### src/rtl/sdram_line_buffer.sv
// Single-line write-back buffer between a 16-bit word master and the 128-bit line
// port of the SDRAM controller: one 8-word line with tag, valid and dirty bits.
module sdram_line_buffer (
  input  logic         iclk,
  input  logic         ireset_n,
  input  logic         icpu_req,
  input  logic         icpu_we,
  input  logic [24:0]  icpu_addr,
  input  logic [15:0]  icpu_wdata,
  output logic [15:0]  ocpu_rdata,
  output logic         ocpu_ack,
  input  logic         iflush,
  output logic         oflush_ack,
  output logic         owrite_req,
  output logic [21:0]  owrite_address,
  output logic [127:0] owrite_data,
  input  logic         iwrite_ack,
  output logic         oread_req,
  output logic [21:0]  oread_address,
  input  logic [127:0] iread_data,
  input  logic         iread_ack
);

  typedef enum logic [2:0] {IDLE, WB, FILL, RESP, FACK} state_t;

  state_t         state_q, state_d;
  logic [127:0]   line_q, line_d;
  logic [21:0]    tag_q, tag_d;
  logic           valid_q, valid_d;
  logic           dirty_q, dirty_d;
  logic [15:0]    rdata_q, rdata_d;
  logic [21:0]    rdAddr_q, rdAddr_d;
  logic           wbFlush_q, wbFlush_d;

  logic [2:0]     wordIdx;
  logic [6:0]     bitBase;
  logic [21:0]    reqLine;
  logic           hit;

  assign wordIdx = icpu_addr[2:0];
  assign bitBase = {wordIdx, 4'b0000};
  assign reqLine = icpu_addr[24:3];
  assign hit     = valid_q && (tag_q == reqLine);

  always_ff @(posedge iclk or negedge ireset_n) begin
    if (!ireset_n) begin
      state_q   <= IDLE;
      line_q    <= '0;
      tag_q     <= '0;
      valid_q   <= 1'b0;
      dirty_q   <= 1'b0;
      rdata_q   <= '0;
      rdAddr_q  <= '0;
      wbFlush_q <= 1'b0;
    end else begin
      state_q   <= state_d;
      line_q    <= line_d;
      tag_q     <= tag_d;
      valid_q   <= valid_d;
      dirty_q   <= dirty_d;
      rdata_q   <= rdata_d;
      rdAddr_q  <= rdAddr_d;
      wbFlush_q <= wbFlush_d;
    end
  end

  always_comb begin
    state_d   = state_q;
    line_d    = line_q;
    tag_d     = tag_q;
    valid_d   = valid_q;
    dirty_d   = dirty_q;
    rdata_d   = rdata_q;
    rdAddr_d  = rdAddr_q;
    wbFlush_d = wbFlush_q;
    unique case (state_q)
      IDLE: begin
        // CPU access has priority; a held flush is picked up on a later IDLE cycle
        if (icpu_req) begin
          if (hit) begin
            if (icpu_we) begin
              line_d[bitBase +: 16] = icpu_wdata;
              dirty_d = 1'b1;
            end else begin
              rdata_d = line_q[bitBase +: 16];
            end
            state_d = RESP;
          end else begin
            rdAddr_d  = reqLine;
            wbFlush_d = 1'b0;
            state_d   = dirty_q ? WB : FILL;
          end
        end else if (iflush) begin
          wbFlush_d = 1'b1;
          state_d   = dirty_q ? WB : FACK;
        end
      end
      WB: begin
        if (iwrite_ack) begin
          dirty_d = 1'b0;
          state_d = wbFlush_q ? FACK : FILL;
        end
      end
      FILL: begin
        // The fill edge also completes the pending access as if it had hit
        if (iread_ack) begin
          line_d  = iread_data;
          tag_d   = rdAddr_q;
          valid_d = 1'b1;
          if (icpu_we) begin
            line_d[bitBase +: 16] = icpu_wdata;
            dirty_d = 1'b1;
          end else begin
            rdata_d = iread_data[bitBase +: 16];
          end
          state_d = RESP;
        end
      end
      RESP:    state_d = IDLE;
      FACK:    state_d = IDLE;
      default: state_d = IDLE;
    endcase
  end

  // Requests drop combinationally in their ack cycle so the controller never re-samples them
  assign owrite_req     = (state_q == WB) && !iwrite_ack;
  assign oread_req      = (state_q == FILL) && !iread_ack;
  assign owrite_address = tag_q;
  assign owrite_data    = line_q;
  assign oread_address  = rdAddr_q;
  assign ocpu_ack       = (state_q == RESP);
  assign oflush_ack     = (state_q == FACK);
  assign ocpu_rdata     = rdata_q;

endmodule

### config.mk
export PLATFORM = sky130hd
export DESIGN_NAME = sdram_line_buffer
export DESIGN_NICKNAME = d
export VERILOG_FILES = /design/src/rtl/sdram_line_buffer.sv
export SDC_FILE = /design/constraint.sdc
export NUM_CORES = 1
export LEC_CHECK = 0
export BUFFER_PORTS_ARGS = -buffer_cell sky130_fd_sc_hd__buf_2
export CAP_MARGIN = 15
export CELL_PAD_IN_SITES_DETAIL_PLACEMENT = 0
export CELL_PAD_IN_SITES_GLOBAL_PLACEMENT = 1
export CORE_AREA = 5 5 177 196
export DETAILED_ROUTE_END_ITERATION = 12
export DIE_AREA = 0 0 182 201
export GPL_ROUTABILITY_DRIVEN = 0
export HOLD_SLACK_MARGIN = 0.03
export PLACE_DENSITY = 0.82
export SLEW_MARGIN = 20
export SYNTH_ARGS = -nofsm -noshare
export SYNTH_HDL_FRONTEND = slang
export SYNTH_SLANG_ARGS = --single-unit
### constraint.sdc
create_clock -name iclk -period 2.3 [get_ports iclk]
set_clock_uncertainty 0.2 [all_clocks]
set_input_delay 0.345 -clock iclk [delete_from_list [all_inputs] [get_ports iclk]]
set_output_delay 0.345 -clock iclk [all_outputs]
set_load 0.05 [all_outputs]
After elaboration in Yosys (flattened, before gate mapping)
Index checks and enable logic that the tools add are counted.
{"block": "totals", "ff_bits": 194, "output_inout_bits": 192, "word_cells": 76}
{"block": "classes", "addsub": 1, "n_eq_ne": 14, "shift": 4, "n_mux": 32, "n_bitwise": 1, "reduce_logical": 16}
{"cell": "$mux 128", "count": 5}
{"cell": "$bwmux 128", "count": 2}
{"cell": "$pmux 128 s2", "count": 1}
{"cell": "$shiftx 128x8->16", "count": 2}
{"cell": "$shift 16x9->128 const A", "count": 1}
{"cell": "$shiftx 16x9->128", "count": 1}
{"cell": "$mux 16", "count": 5}
{"cell": "$pmux 16 s2", "count": 1}
{"cell": "$eq 22x22->1", "count": 1}
{"cell": "$mux 3", "count": 6}
{"cell": "$ne 2x2->1 const B", "count": 8}
{"cell": "$reduce_and 5->1", "count": 2}
{"cell": "$neg 7->9", "count": 1}
{"cell": "$pmux 3 s3", "count": 1}
{"cell": "$reduce_and 3->1", "count": 3}
{"cell": "$mux 1", "count": 8}
{"cell": "$eq 3x2->1 const B", "count": 2}
{"cell": "$reduce_and 6->1", "count": 1}
{"cell": "$mux 2", "count": 2}
{"cell": "$reduce_bool 2->1", "count": 2}
{"cell": "$eq 3x1->1 const B", "count": 1}
{"cell": "$eq 3x3->1 const B", "count": 1}
{"cell": "$logic_and 1x1->1", "count": 3}
{"cell": "$logic_not 3->1", "count": 1}
{"cell": "other kinds (6)", "count": 7}

Longest topological paths before layout
Gate-level depths: netlist of the first run.
{"block": "depth", "ltp_word": 7, "depth_mapped": 12, "ltp_nobuf": 9}

Worst setup path after synthesis of the first run
Ideal clock, no wire load.
{"block": "synth_timing", "path_type": "input -> register", "start": "input icpu_addr[1]", "end": "register line_q[10], in the netlist owrite_data[10]", "t_arrival_ns": 2.673, "required_ns": 1.975, "slack_ns": -0.698, "path_stages": 10, "cell_sequence": "buf_2 clkinv_1 ha_1 clkbuf_1 or4b_4 a21oi_1 a31o_2 buf_6 buf_6 mux2_2"}
{"block": "synth_via", "elab_chain_cells": 7, "elab_cells_between_ends": 11, "classes_between": "1 x add/sub; 2 x shift; 8 x mux"}
{"element": "start: declaration", "line_no": "8", "rtl": "input logic [24:0] icpu_addr,"}
{"element": "$neg 7->9 (*)", "line_no": "82, 111"}
{"element": "$shiftx 16x9->128 / $shift 16x9->128 (equally long branches)", "line_no": "82, 111"}
{"element": "$bwmux 128", "line_no": "82", "rtl": "line_d[bitBase +: 16] = icpu_wdata;"}
{"element": "$mux 128", "line_no": "81", "rtl": "if (icpu_we) begin"}
{"element": "$mux 128", "line_no": "80", "rtl": "if (hit) begin"}
{"element": "$mux 128", "line_no": "79", "rtl": "if (icpu_req) begin"}
{"element": "$pmux 128 s2 (*)", "line_no": "76", "rtl": "unique case (state_q)"}
{"element": "end signal: assignment", "line_no": "57", "rtl": "line_q <= line_d;"}
{"element": "end: declaration", "line_no": "27", "rtl": "logic [127:0] line_q, line_d;"}
Mark *: on every way between the ends. The rest lies on a longest branch, timed or not. The select of a mux whose other input is x is not followed.
A chain may end at the register's enable or synchronous reset.

Final worst setup path of the first run
{"block": "layout_timing", "start": "register state_q[2]", "end": "register rdata_q[9], in the netlist ocpu_rdata[9]"}
{"block": "layout_via", "elab_chain_cells": 3, "elab_cells_between_ends": 10, "classes_between": "6 x eq/ne; 1 x mux; 3 x reduce/logical"}
{"element": "start: declaration", "line_no": "26", "rtl": "state_t state_q, state_d;"}
{"element": "start signal: assignment", "line_no": "56", "rtl": "state_q <= state_d;"}
{"element": "$eq 3x2->1 / $logic_not 3->1 (equally long branches)", "line_no": "76"}
{"element": "$ne 2x2->1 (no line) / $reduce_bool 2->1 (equally long branches)"}
{"element": "$reduce_and 6->1 (no line)"}
{"element": "end signal: assignment", "line_no": "61", "rtl": "rdata_q <= rdata_d;"}
{"element": "end: declaration", "line_no": "31", "rtl": "logic [15:0] rdata_q, rdata_d;"}
Several ways; a longest one is shown, not always the timed one.

==> metrics.md, run 1 <==
| Metric | Value |
|---|---|
| Status | complete, but fails checks |
| Failing checks | setup timing |
| R2R Setup Slk | -0.23 ns |
| Most common cell in the synthesized netlist | dfrtp_1 |
| Critical Path Start | state_q[2]$_DFFE_PN0P_ |
| Largest net degree at the start of global routing | 54 |
| Pre-CTS setup slack | -0.422 ns |
| Final setup margin | -0.230 ns |
| Fraction of layout cells with a size suffix above 1 | between 50% and 60% |
| CTS tree | yes |
| Initial Utilization | roughly a third |
| Period utilisation layout | 110% |
| Die width | about 180 um |
| Sink Count | between 150 and 200 |
| Die area | around 0.037 mm^2 |
| Yosys top cell area share | 42.3% |
| Core area | 0.0327 mm^2 |
| Vias in the first global route | roughly 11,000 |
| I/O Pins | around 370 |
| Finished Core Util | around 52% |
| Top post-synthesis cells by area | dfrtp_1 (42%), mux2_2 (16%), mux4_2 (9.8%) |
| # DRC | 0 |
| Cell mode on critical path | buf_12 |
| Setup violators final | about 150 |
| Post-DP Area | 0.0149 mm^2 |
| Synth Cell Area | around 0.011 mm^2 |
| R2R cell count | 7 |
| FMAX | around 400 MHz |
| Fin. max-slew vios | 0 |
| Post-synthesis cell count | 1,000 |
| Final Net Count | between 1,500 and 2,000 |
| Worst path required time | about 2.4 ns |
| Routed Antenna Nets | 0 |
| WP data arrival | 2.67 ns |
| CP endpoint kind | flop |
| Worst path slowest cell | mux4_2 |
| CTS buffer count | 17 |
| Synth top cells by count | dfrtp_1 (194), mux2_2 (165), a22o_1 (113) |
| First-pass GRT wire length | between 70,000 and 80,000 um |
| PortBufs | around 370 |
| Fin crit period | roughly 2.5 ns |
| Via count | roughly 11,000 |
| Origin of the critical flop-to-flop path | state_q[2]$_DFFE_PN0P_ |
| Netlist cell types | slightly below 60 |
| Initial antenna violation count | 8 |
| Post-synth net total | 1,181 |
| Seq cells post-synth | 194 |
| Pwr/cell area | 1490 mW/mm^2 |
| Final setup TNS | -21.62 ns |
| Nature of the critical path startpoint | flop |
| Synth Flop Type | dfrtp_1 |
| Final instance area | 0.0170 mm^2 |
| Worst stage delay on the critical path | between 0.5 and 0.6 ns |
| Clk Latency, worst-skew pair | roughly 0.46 ns |
| Power Total | 25.4 mW |
| Reg-to-Reg End | ocpu_rdata[9]$_DFFE_PN0P_ |
| Dpl cells | around 1,800 |
| Filler instances | 2,838 |
| Seq/Total Area, Yosys | ~42% |
| Static leakage power | 8.29 nW |
| Drt initial violations | ~790 |
| Area Overhead vs Synth | 48.4% |
| Hold/Removal Path Class | in2reg |
| Setup crit end | ocpu_rdata[9]$_DFFE_PN0P_ |
| Worst IR Drop VDD | around 1.1 mV |
| Worst hold slack | between 0.05 and 0.06 ns |
| Die H | between 200 and 250 um |
| Root Buffer | clkbuf_16 |
| Slew headroom | 37.5% |
| Area of the multi-input gates | 0.00695 mm^2 |
| FP Rows | 70 |
| Max cap viols | 0 |
| Fin cells | roughly 1,900 |
| Post-DP HPWL | approximately 36,000 um |
| Average vias per placed instance | 5.79 |
| TritonRoute pass-1 iters | 5 |
| # H-tree levels | 4 |
| CP max FO | 11 |
| Post-synth EDFFs | 0 |
| Crit-path cells | nor3b_4 > buf_12 > buf_12 > mux4_2 > a22oi_2 > o21ai_1 > mux2_2 |
| Clock transition at path regs | 0.07 ns |
| Clock tree buffer depth | 2 |
| Global Route Usage Sum | between 20% and 30% |
| Syn Area/Cell | 11.5 um^2 |
| Drt wl/cell | between 20 and 30 um |
| Worst-margin pin slew | just over 0.9 ns |
| WS Path Type | reg2reg |
| Final WL | ~50,000 um |
| Synth area leader | dfrtp_1 |
| Final hold vios | 0 |
| Grt ovf | 0 |
| Register area | between 0.004 and 0.005 mm^2 |
| RSZ-0062 raised after global routing | true |
| Yosys warning count | 0 |
| Fraction of registers with async set/reset | between 90% and 100% |
==> cell usage in the layout, fill, tap and decap left out, drive strengths merged, types with 5 or more instances in the layout <==
cell,Yosys,routed
a21oi,17,17
a22o,113,113
a31o,7,7
a31oi,7,7
a32o,6,6
a32oi,5,5
buf,56,506
clkbuf,34,27
dfrtp,194,194
dlygate4sd3,0,30
ha,5,5
inv,20,23
mux2,166,166
mux2i,18,18
mux4,50,50
nand2,112,112
nand2b,8,8
nand3,21,21
nor2,47,47
nor3,12,12
nor4,5,5
o21ai,35,35
o22ai,6,6
xnor2,10,10
==> routing by layer <==
metal	GRT usage (%)	share of wire (%)
met5	0	0.17
met4	12.7	5.5
met3	7.92	10
met2	43.2	48
met1	31.9	36
==> flip-flops by register name, summed over array words and instances (netlist names) <==
| name | count |
|---|---|
| oread_address | 22 |
| wbFlush_q | 1 |
| state_q | 3 |
| valid_q | 1 |
| owrite_address | 22 |
| owrite_data | 128 |
| ocpu_rdata | 16 |
| dirty_q | 1 |
==> critical path, delay by kind of cell (launching register included) <==
| kind | cells | cell delay (ns) |
|---|---|---|
| multiplexers | 2 | 0.82 |
| flip-flops | 1 | 0.42 |
| buffers and inverters | 2 | 0.36 |
| AO/OA/AOI/OAI | 2 | 0.36 |
| AND/OR/NAND/NOR | 1 | 0.26 |
==> repair_timing <==
| item | 4_1_cts | 5_1_grt |
|---|---|---|
| endpoints found under the hold margin | 73 | 1 |
| buffers inserted | 19 | 7 |
| pin swaps | 12 | 18 |
| setup endpoints to repair | 168 | 169 |
| gates cloned | 5 | 5 |
| hold buffers | 29 | 1 |
| resized for setup | 101 | 65 |
==> how the worst min path moves through the flow <==
stage / startpoint / endpoint / slack [ns] / cells past startpoint
finish: iread_data[70] / owrite_data[70]$_DFFE_PN0P_ / 0.05 / 3
global route: iread_data[101] / owrite_data[101]$_DFFE_PN0P_ / 0.03 / 3
CTS: iread_data[70] / owrite_data[70]$_DFFE_PN0P_ / 0.03 / 3
detailed placement: ireset_n / owrite_data[57]$_DFFE_PN0P_ / 0.17 / 1
global placement: ireset_n / owrite_data[57]$_DFFE_PN0P_ / 0.16 / 1
floorplan: ireset_n / dirty_q$_DFFE_PN0P_ / -0.15 / 0
==> cell type report <==
| cell class | count | share of cell area (%) |
|---|---|---|
| Clock buffer | 21 | 2.76 |
| Inverter | 21 | 0.566 |
| Tap cell | 432 | 3.18 |
| Multi-Input combinational cell | 695 | 40.8 |
| Timing Repair Buffer | 542 | 22.9 |
| Antenna cell | 2 | 0.0294 |
| Clock inverter | 11 | 1.01 |
| Sequential cell | 194 | 28.7 |
==> report_power, final <==
| group | internal [mW] | switching (mW) |
|---|---|---|
| Sequential | 5.00 | 1.38 |
| Combinational | 5.78 | 9.86 |
| Clock | 1.92 | 1.48 |
| Total | 12.7 | 12.7 |
==> logic make-up after synthesis <==
kind of cell / Yosys count / synth area share, %
AOI/OAI and AO/OA: 220 / 14.9
xor gates and xnor gates: 13 / 0.993
adders and majority gates: 5 / 0.545
buffers and inverters: 111 / 4.76
DFF: 194 / 42.3
muxes: 234 / 27.7
and+or+nand+nor: 223 / 8.72
Note: power is estimated with default switching activity, not from simulation.
==> run 2: changes to the inputs <==
CORE_AREA = 5 5 168 186   (was 5 5 177 196)
DIE_AREA = 0 0 173 191   (was 0 0 182 201)
PLACE_DENSITY = 0.87   (was 0.82)
clock period = 2.78 ns   (was 2.3 ns; I/O delays follow)
==> run 2 against run 1 <==
Against the previous run:
- the flow now finishes without violations
- global-route usage fell by 0.43 points
- die area fell by 9.7%
- first-iteration DRC count rose by 14%
- via count fell by 4.8%
- largest cell class unchanged
==> metrics.md, run 2 (synthesized netlist as in run 1, its figures left out) <==
| Metric | Value |
|---|---|
| Final Net Count | 1,569 (was 1,652) |
| Drt wl/cell | 25.1 um (was 26.4 um) |
| Worst path required time | 2.91 ns (was 2.44 ns) |
| Die area | 0.0330 mm^2 (was 0.0366 mm^2) |
| I/O Pins | 368 (unchanged) |
| Grt ovf | 0 (unchanged) |
| Clock tree buffer depth | 2 (unchanged) |
| CP endpoint kind | flop (unchanged) |
| Crit path buf inv count | 5 (was 2) |
| Commonest non-fill, non-tap cell in the layout | buf_2 (unchanged) |
| Static leakage power | 7.43 nW (was 8.29 nW) |
| Worst IR Drop VDD | 0.828 mV (was 1.07 mV) |
| Post-DP HPWL | 33,800 um (was 36,200 um) |
| Final hold vios | 0 (unchanged) |
| Dpl cells | 1,719 (was 1,819) |
| CTS tree | yes (unchanged) |
| Worst stage delay on the critical path | 0.54 ns (was 0.55 ns) |
| Via count | 10,600 (was 11,100) |
| RSZ-0062 raised after global routing | false (was true) |
| Most frequent cells in the layout | buf_2 (365), dfrtp_1 (192), mux2_2 (165), a22o_1 (113), nand2_1 (112) (was buf_2 (362), dfrtp_1 (176), mux2_4 (133), a22o_1 (113), nand2_1 (111)) |
| Vias in the first global route | 10,800 (was 11,400) |
| Filler instances | 2,673 (was 2,838) |
| Status | complete, no violations (was complete, but fails checks) |
| Fin. max-slew vios | 0 (unchanged) |
| Worst-margin pin slew | 0.996 ns (was 0.934 ns) |
| # DRC | 0 (unchanged) |
| # H-tree levels | 4 (unchanged) |
| Average vias per placed instance | 5.93 (was 5.79) |
| FMAX | 367 MHz |
| Clk Latency, worst-skew pair | 0.45 ns (was 0.46 ns) |
| Worst path slowest cell | dlygate4sd3_1 (was mux4_2) |
| CTS buffer count | 17 (unchanged) |
| Die width | 173 um (was 182 um) |
| Root Buffer | clkbuf_16 (unchanged) |
| Period utilisation layout | a little over nine tenths |
| Finished Core Util | 51.7% (was 52.1%) |
| Clock transition at path regs | 0.08 ns (was 0.07 ns) |
| PortBufs | 367 (unchanged) |
| Setup violators final | 0 (was 145) |
| Power Total | 18.7 mW (was 25.4 mW) |
| Pre-CTS setup slack | -0.0225 ns (was -0.422 ns) |
| Initial antenna violation count | 14 (was 8) |
| Max cap viols | 0 (unchanged) |
| Initial Utilization | 39.2% (was 35.1%) |
| Final setup margin | 0.0578 ns (was -0.230 ns) |
| Die H | 191 um (was 201 um) |
| TritonRoute pass-1 iters | 5 (unchanged) |
| Core area | 0.0292 mm^2 (was 0.0327 mm^2) |
| Fraction of layout cells with a size suffix above 1 | 51.1% (was 56.8%) |
| Global Route Usage Sum | 26.0% (was 26.4%) |
| Routed Antenna Nets | 0 (unchanged) |
| Final instance area | 0.0151 mm^2 (was 0.0170 mm^2) |
| Crit-path cells | dlygate4sd3_1 > buf_2 > nand2b_1 > o2111ai_1 > nor4_2 > buf_4 > and2_4 > buf_12 > a41o_4 > clkbuf_16 > mux2_2 (was nor3b_4 > buf_12 > buf_12 > mux4_2 > a22oi_2 > o21ai_1 > mux2_2) |
| Hold/Removal Path Class | in2reg (unchanged) |
| Pwr/cell area | 1240 mW/mm^2 (was 1490 mW/mm^2) |
| Sink Count | 194 (unchanged) |
| Fin cells | 1,783 (was 1,918) |
| Largest net degree at the start of global routing | 78 (was 54) |
| CP max FO | 8 (was 11) |
| Largest register FFs | 128 (unchanged) |
| Top delay family on crit path | buffers and inverters (was multiplexers) |
| Fin crit period | between 2 and 3 ns |
| First-pass GRT wire length | 66,000 um (was 73,300 um) |
| Drt initial violations | 904 (was 792) |
| WP data arrival | 2.85 ns (was 2.67 ns) |
| Area Overhead vs Synth | 31.8% (was 48.4%) |
| FP Rows | 66 (was 70) |
| WS Path Type | in2reg (was reg2reg) |
| Final WL | 44,800 um (was 50,700 um) |
| Nature of the critical path startpoint | primary input (was flop) |
| Post-DP Area | 0.0142 mm^2 (was 0.0149 mm^2) |
| Slew headroom | 33.3% (was 37.5%) |
==> run 2: cell types whose count changed in the layout (fill, tap and decap cells not counted), moves of 8 or more <==
cell           previous run  this run
buf_12                   34        26
buf_4                    93        46
buf_6                    10         0
dfrtp_1                 176       192
dfrtp_2                  18         2
dlygate4sd3_1            30        18
mux2_2                   33       165
mux2_4                  133         1
==> run 2: per-layer routing <==
| metal | share of wire (%) | track usage (%) | vias up |
|---|---|---|---|
| li1 | - | - | 4542 |
| met1 | 39 | 32.5 | 5376 |
| met2 | 48 | 42.5 | 532 |
| met3 | 8.2 | 7.24 | 105 |
| met4 | 3.9 | 11.2 | 12 |
| met5 | 0.15 | 0 | - |
==> run 2: worst paths after layout <==
check,start,to,slack [ns],cells past startpoint
max,icpu_addr[3],owrite_data[96]$_DFFE_PN0P_,0.06,11
min,icpu_addr[17],oread_address[14]$_DFFE_PN0P_,0.05,2
max reg2reg,owrite_address[2]$_DFFE_PN0P_,owrite_data[96]$_DFFE_PN0P_,0.14,9
min reg2reg,valid_q$_DFFE_PN0P_,valid_q$_DFFE_PN0P_,0.28,1
max in group asynchronous,ireset_n,ocpu_rdata[11]$_DFFE_PN0P_,1.24,3
min in group asynchronous,ireset_n,oread_address[21]$_DFFE_PN0P_,0.31,2
==> run 2: area by class of cell <==
type | count | area, um^2 | share of cell area [%]
clock inverter | 14 | 144 | 0.952
clock buffer | 18 | 429 | 2.84
timing repair buffer | 459 | 2960 | 19.6
antenna | 8 | 20.0 | 0.132
inverter | 21 | 83.8 | 0.555
sequential | 194 | 4860 | 32.1
multi-input combinational | 695 | 6150 | 40.7
tap | 374 | 468 | 3.10
==> run 2: through the flow <==
step,hold WS [ns],setup TNS [ns]
detailed placement,0.235,-0.328
global placement,0.231,-0.265
finish,0.0480,0
floorplan,-0.0786,0
CTS,0.0311,0
global route,0.0331,0
==> run 2: timing repair <==
action                                  CTS  global route
gates resized for setup                   0             8
endpoints found under the hold margin    73             0
hold buffers                             18             0
buffers inserted                          0             4
endpoints found under the setup margin    0           138
==> run 2: where the power goes <==
group	total (mW)	internal (mW)	leakage [nW]	switching [mW]
registers	5.12	4.08	2.56	1.04
logic	11.1	3.63	4.59	7.47
clock network	2.48	1.20	0.278	1.28
